[config.mk]
export PLATFORM = sky130hd
export DESIGN_NAME = shift_deserializer
export DESIGN_NICKNAME = d
export VERILOG_FILES = /design/src/rtl/ser_des_pkg.sv /design/src/rtl/shift_deserializer.sv
export SDC_FILE = /design/constraint.sdc
export NUM_CORES = 1
export LEC_CHECK = 0
export CORE_ASPECT_RATIO = 0.7
export CORE_MARGIN = 5
export CORE_UTILIZATION = 25
export CTS_CLUSTER_SIZE = 24
export DETAILED_ROUTE_END_ITERATION = 10
export SLEW_MARGIN = 15
export SYNTH_ARGS = -nofsm -noshare
export SYNTH_HDL_FRONTEND = slang
export SYNTH_SLANG_ARGS = --single-unit
export TNS_END_PERCENT = 30
[constraint.sdc]
create_clock -name clk -period 3.45 [get_ports clk]
set_clock_uncertainty 0.05 [all_clocks]
set_input_delay 0.69 -clock clk [delete_from_list [all_inputs] [get_ports clk]]
set_output_delay 0.69 -clock clk [all_outputs]
set_load 0.005 [all_outputs]
[src/rtl/ser_des_pkg.sv]
// Definitions shared by the serializer and deserializer ends of the narrow link:
// the output-register state encoding and the chunk-counter width helper.
package ser_des_pkg;

    typedef enum logic {
        EMPTY = 1'b0,
        FULL  = 1'b1
    } out_state_e;

    // A counter needs at least one bit even when a word is a single chunk pair.
    function automatic int chunk_cnt_w(input int n);
        int w;
        w = $clog2(n);
        return (w < 1) ? 1 : w;
    endfunction

endpackage

[src/rtl/shift_deserializer.sv]
// Reassembles FROM-bit words from a stream of TO-bit chunks (first chunk lands in the
// top slice) and presents each word on a single-entry valid/ready output register.
module shift_deserializer
    import ser_des_pkg::*;
#(
    parameter int FROM = 32,
    parameter int TO   = 4
) (
    input  logic            clk,
    input  logic            reset,
    input  logic [TO-1:0]   data_i,
    input  logic            valid_i,
    input  logic            flush_i,
    output logic [FROM-1:0] data_o,
    output logic            valid_o,
    input  logic            ready_i,
    output logic            overflow_o,
    output logic            busy_o
);

    localparam int N     = FROM / TO;
    localparam int CNT_W = chunk_cnt_w(N);
    localparam logic [CNT_W-1:0] LAST_CNT = CNT_W'(N - 1);

    if (FROM % TO != 0) begin : g_bad_ratio
        $error("shift_deserializer: FROM must be a multiple of TO");
    end
    if (TO >= FROM) begin : g_bad_width
        $error("shift_deserializer: TO must be smaller than FROM");
    end

    logic [CNT_W-1:0] cnt_q, cnt_d;
    logic [FROM-1:0]  sr_q, sr_d;
    logic [FROM-1:0]  data_q, data_d;
    logic             ovf_q, ovf_d;
    out_state_e       state_q, state_d;

    logic [FROM-1:0]  shifted;
    logic             word_done;

    assign shifted = {sr_q[FROM-TO-1:0], data_i};

    always_ff @(posedge clk or posedge reset) begin
        if (reset) begin
            cnt_q   <= '0;
            sr_q    <= '0;
            data_q  <= '0;
            ovf_q   <= 1'b0;
            state_q <= EMPTY;
        end else begin
            cnt_q   <= cnt_d;
            sr_q    <= sr_d;
            data_q  <= data_d;
            ovf_q   <= ovf_d;
            state_q <= state_d;
        end
    end

    // Assembly side: flush discards any chunk presented in the same cycle.
    always_comb begin
        cnt_d     = cnt_q;
        sr_d      = sr_q;
        word_done = 1'b0;
        if (flush_i) begin
            cnt_d = '0;
            sr_d  = '0;
        end else if (valid_i) begin
            sr_d = shifted;
            if (cnt_q == LAST_CNT) begin
                cnt_d     = '0;
                word_done = 1'b1;
            end else begin
                cnt_d = cnt_q + CNT_W'(1);
            end
        end
    end

    // Output side: a completion while the held word is not being consumed is dropped.
    always_comb begin
        state_d = state_q;
        data_d  = data_q;
        ovf_d   = flush_i ? 1'b0 : ovf_q;
        case (state_q)
            EMPTY: begin
                if (word_done) begin
                    state_d = FULL;
                    data_d  = shifted;
                end
            end
            FULL: begin
                if (word_done) begin
                    if (ready_i) begin
                        data_d = shifted;
                    end else begin
                        ovf_d = 1'b1;
                    end
                end else if (ready_i) begin
                    state_d = EMPTY;
                end
            end
            default: state_d = EMPTY;
        endcase
    end

    assign data_o     = data_q;
    assign valid_o    = (state_q == FULL);
    assign overflow_o = ovf_q;
    assign busy_o     = (cnt_q != '0);

endmodule

Word-level counts from Yosys, hierarchy flattened
Index checks and enable logic that the tools add are counted.
{ "classes": {"addsub": 1, "n_eq_ne": 4, "muxes": 20, "bitwise_logic": 1, "n_reduce_logical": 3} }
{ "op_table": {"columns": ["op", "count"], "rows": [
  ["32-bit 2-to-1 mux", 3],
  ["32-bit one-hot mux with 2 select lines", 1],
  ["28-bit 2-to-1 mux", 2],
  ["1-bit 2-to-1 mux", 10],
  ["3-bit 2-to-1 mux", 3],
  ["2-bit != test, second input constant", 2],
  ["3-bit by 1-bit adder with 3-bit output, second input constant", 1],
  ["3-bit equality test, second input constant", 1],
  ["3-bit AND reduction", 1],
  ["3-bit nonzero test", 1],
  ["2-bit by 1-bit != test with 1-bit output, second input constant", 1],
  ["1-bit one-hot mux with 2 select lines", 1],
  ["2-bit nonzero test", 1],
  ["1-bit inverter", 1]
]} }
{ "word_totals": {"reg_bits": 65, "input_bits": 9, "out_inout_bits": 35, "word_cells": 34} }

Depth between registers and ports, before layout
{ "logic_depth": {"depth_word": 6, "mapped_depth": 6, "ltp_nobuf": 5} }

Worst setup path before layout
Ideal clock, no wire load.
{ "synth_path": {"kind": "input -> register", "start": "input port flush_i", "end": "register data_q[20], in the netlist data_o[20]", "setup_time_ns": 0.125, "arrival_time_ns": 1.627, "required_ns": 3.275, "slack_ns": 1.648, "cell_stages": 4, "path_buffers": 2, "path_cell_list": "buf_2 -> nor3_4 -> buf_6 -> mux2_2"} }
{ "synth_between": {"elab_chain_len": 3, "elab_cells_between_ends": 4, "cone_classes": "eq/ne (2); mux (1); reduce/logical (1)"} }
{ "synth_rtl": {"columns": ["item", "line", "rtl"], "rows": [
  ["from (decl)", "shift_deserializer.sv:13", "input logic flush_i,"],
  ["1-bit 2-to-1 mux *", "shift_deserializer.sv:64", "if (flush_i) begin"],
  ["2-bit != test (no line) / 2-bit by 1-bit != test with 1-bit output (equally long branches)", null, null],
  ["3-bit AND reduction (no line) *", null, null],
  ["to (signal assigned)", "shift_deserializer.sv:53", "data_q <= data_d;"],
  ["to (decl)", "shift_deserializer.sv:34", "logic [FROM-1:0] data_q, data_d;"]
]} }
Mark *: on every way between the ends. The rest lies on a longest branch, timed or not.
A chain may end at the register's enable or synchronous reset.

Worst setup path after layout
{ "layout_path": {"start": "register cnt_q[0]", "end": "output port busy_o"} }
{ "layout_between": {"elab_chain_len": 1} }
{ "layout_rtl": {"columns": ["item", "line", "rtl"], "rows": [
  ["from (decl)", "shift_deserializer.sv:32", "logic [CNT_W-1:0] cnt_q, cnt_d;"],
  ["from (signal assigned)", "shift_deserializer.sv:51", "cnt_q <= cnt_d;"],
  ["3-bit nonzero test", "shift_deserializer.sv:108", "assign busy_o = (cnt_q != '0);"],
  ["to (decl)", "shift_deserializer.sv:18", "output logic busy_o"]
]} }
No other way between the ends.

==> impl.org <==
** STA
- Measured against its own limit, the worst slew margin works out to 0.6293.
- Highest clock rate :: between 400 and 500 MHz
- Final worst slack :: between 1 and 1.5 ns
- Of the available clock period, the critical path in the final layout requires 0.6502.
- Setup violations remaining at the end of the flow were counted as 0.
- Tightest Pin Transition :: around 0.56 ns
- In the final timing run, aggregate negative setup slack is 0 ns.
- Max-slew violation count :: 0
- The total count of hold-check failures in the final report is 0.
- The routed design could run at a clock period as short as around 2.2 ns.
- Setup repair after global routing left no endpoint under its margin.

** Synthesis
- The number of different library cells used by synthesis comes to 18.
- Counting every net in the synthesized netlist gives roughly 200.
- Post-synthesis sequential area ratio :: 0.6283
- Average cell area after synthesis :: 14.15 um2
- Yosys printed 0 warnings.
- The synthesized netlist occupies a cell area of 2589 um2.
- Number of synthesized register bits :: 65
- Synthesis produced 183 cells.

** Cells and area
- Post-route non-filler standard cell count :: ~370
- Registers take about 1600 um2.
- The layout has ~1100 filler cells.
- Once layout is complete, the utilization of the core stands at 0.3354.
- Fraction of final layout cells sized beyond drive strength 1 :: 0.2161
- Number of antenna cells inserted :: 0
- Relative to the synthesized area, the layout overhead comes to 32.67%.
- Summing all multi-input logic gate instances after layout gives 878.3 um2.
- Nets@finish :: approximately 240

** Clock tree
- Count of H-tree levels built during CTS :: 3
- TritonCTS built the clock tree.
- Clk Latency, worst-skew pair :: around 0.32 ns
- Num Clock Sinks :: 65
- Buffers inserted by post-CTS timing repair :: 0
- Clock transition at the register clock pins on the worst setup and hold paths after CTS :: ~0.050 ns
- Clock tree synthesis inserted a total of 9 buffers.
- In this run the clock root is driven by a sky130_fd_sc_hd__clkbuf_16.
- Post-CTS resize count :: 0
- For this design, the CTS-stage hold fixing added 0 buffers.
- Number of buffers on the longest clock path :: 2

** Worst setup path
- Required time worst endpoint :: 2.71 ns
- The setup path with the least slack is of type flip-flop to output pin.
- Of all nets on the critical path, the largest fanout is 3.
- Arrival time reported for the critical path endpoint :: approximately 1.5 ns
- Crit end category :: output pin
- Critical path startpoint category :: flip-flop

** Power and ir drop
- Across the VDD grid, the largest voltage drop is roughly 0.25 mV.
- Switching power total :: 0.0003424 W
- Power spread over the standard cell area amounts to 500.9 nW/um2.
- Of the total power, the share spent switching nets is 0.1990.
- Seq pwr share :: 0.453
- Clock share of power :: 0.506
- For this design the static power due to leakage is roughly 1.7 nW.
- Power Total :: around 0.0017 W
- Cell internal power was estimated by the tool at roughly 0.0014 W.
- Part of the total power dissipated in combinational logic :: 0.042

** Die
- Width of the chip :: around 130 um
- Starting density of the core :: 0.2528
- I/O pin cnt :: 44
- Area of the die :: around 13000 um2
- The floorplan has 31 rows.
- The total area inside the core boundary comes to 10240 um2.
- The die is ~95 um tall.

** Route
- The final layout contains routed wiring with a total length of 4929 um.
- Drt drc :: 0
- Wire per inst :: roughly 13 um
- Count of nets left with antenna violations after detail routing :: 0
- Per-cell via count in the routed design :: just over 4
- For this block, the initial DRC count from the detailed router was 66.
- Summing over every cut layer, the via total after detailed routing is roughly 1500.
- The first detailed-routing pass ran for 4 iterations.

** Placed design
- Post-DP HPWL :: about 3200 um
- Dpl cells :: ~350
- The count of buffers added on input and output ports is 43.
- Before CTS, the worst setup slack after placement is roughly 1.1 ns.
- Routability congestion estimate :: 0.6713

** Global routing
- Via count of the first global-routing pass :: 1628
- The first global-routing pass estimated between 8000 and 9000 um of wire.
- Total track usage :: 0.08551
- Global routing finished with a remaining overflow of 0.
- Entering global routing, the biggest net connects 34 pins.
- The initial antenna violation count is 0.

** Run status
- Outcome :: complete, no violations

** Worst hold path
- In this run the worst hold path is classified as flip-flop to flip-flop.

** Run
- # Max-Cap Violations :: 0
[path summary, 6_finish.rpt]
path | start | to | slack (ns) | cells past startpoint
min reg2reg | data_o[25] | data_o[25] | 0.44 | 1
min | data_o[25] | data_o[25] | 0.44 | 1
max reg2reg | cnt_q[0] | data_o[4] | 1.54 | 6
max | cnt_q[0] | busy_o | 1.21 | 4
max in group asynchronous | reset | data_o[23] | 2.04 | 3
min in group asynchronous | reset | sr_q[8] | 0.64 | 2
[area by class of cell]
type,count,area share
flip-flops and latches,65,0.4736
multi-input cells,104,0.2557
clock inverters,3,0.01166
inverters,3,0.003279
clock buffers,13,0.07286
repair buffers,48,0.1348
well taps,132,0.04809
[power by group through the flow]
stage	clock network (W)	registers (W)	logic, W
after floorplan	0	0.000789	0.0000476
after global placement	0	0.000791	0.0000746
after detailed placement	0	0.000792	0.0000749
after CTS	0.000903	0.000779	0.0000753
after global routing	0.000942	0.000779	0.0000820
final	0.000870	0.000779	0.0000719
[synthesized netlist by cell type]
cell type	number	area, um2
sky130_fd_sc_hd__a31oi_1	1	6.260
sky130_fd_sc_hd__buf_4	1	7.510
sky130_fd_sc_hd__mux2_2	28	315.3
sky130_fd_sc_hd__buf_2	4	20.02
sky130_fd_sc_hd__xnor2_1	1	8.760
sky130_fd_sc_hd__ha_1	3	37.54
sky130_fd_sc_hd__mux2i_1	30	300.3
sky130_fd_sc_hd__buf_6	3	33.78
sky130_fd_sc_hd__nor3_4	1	16.27
sky130_fd_sc_hd__nand2_2	1	6.260
sky130_fd_sc_hd__nand2b_1	1	6.260
sky130_fd_sc_hd__nor2_1	32	120.1
sky130_fd_sc_hd__clkbuf_1	3	11.26
sky130_fd_sc_hd__mux2_1	4	45.04
sky130_fd_sc_hd__nor2b_2	1	8.760
sky130_fd_sc_hd__inv_1	3	11.26
sky130_fd_sc_hd__dfrtp_1	65	1627
sky130_fd_sc_hd__o21bai_1	1	7.510
[critical path, cell delays in order (launching register included)]
cell and delay, ns:
sky130_fd_sc_hd__dfrtp_1 0.38, sky130_fd_sc_hd__inv_1 0.06, sky130_fd_sc_hd__ha_1 0.20, sky130_fd_sc_hd__nand2b_1 0.06
sky130_fd_sc_hd__clkdlybuf4s50_1 0.49
[through the flow]
stage	instance area [um2]	hold slack (ns)
2_1_floorplan	2589	0.4286
3_3_place_gp	3144	0.4211
3_5_place_dp	3144	0.4320
4_1_cts	3435	0.4455
5_1_grt	3435	0.4493
6_report	3435	0.4381
[state kept, by name (all words and copies together) (netlist names)]
name / cells
data_o: 32
sr_q: 28
cnt_q: 3
overflow_o: 1
valid_o: 1
[routing by layer]
| layer | wire length [um] | vias to the layer above | global-route usage | part of all wire |
|---|---|---|---|---|
| met4 | 78 | 0 | 0.03082 | 0.016 |
| met2 | 2274 | 32 | 0.1309 | 0.46 |
| li1 | - | 717 | - | - |
| met5 | 0 | - | 0 | 0 |
| met3 | 266 | 7 | 0.04641 | 0.054 |
| met1 | 2309 | 750 | 0.1027 | 0.47 |
[cells by family after synthesis]
kind of cell               synth area share
buffers and inverters               0.03238
and+or+nand+nor                     0.06091
adders and majority gates           0.01450
AOI/OAI and AO/OA                  0.005319
DFF                                  0.6283
xor gates and xnor gates           0.003384
muxes                                0.2552
[placed cells by master, fill, tap and decap left out, drive strengths merged]
cell type	instances
a31oi	1
buf	6
bufinv	1
clkbuf	13
clkdlybuf4s50	42
clkinv	2
dfrtp	65
ha	3
inv	3
mux2	32
mux2i	30
nand2	1
nand2b	1
nor2	32
nor2b	1
nor3	1
o21bai	1
xnor2	1
(Power assumes the default switching activity.)
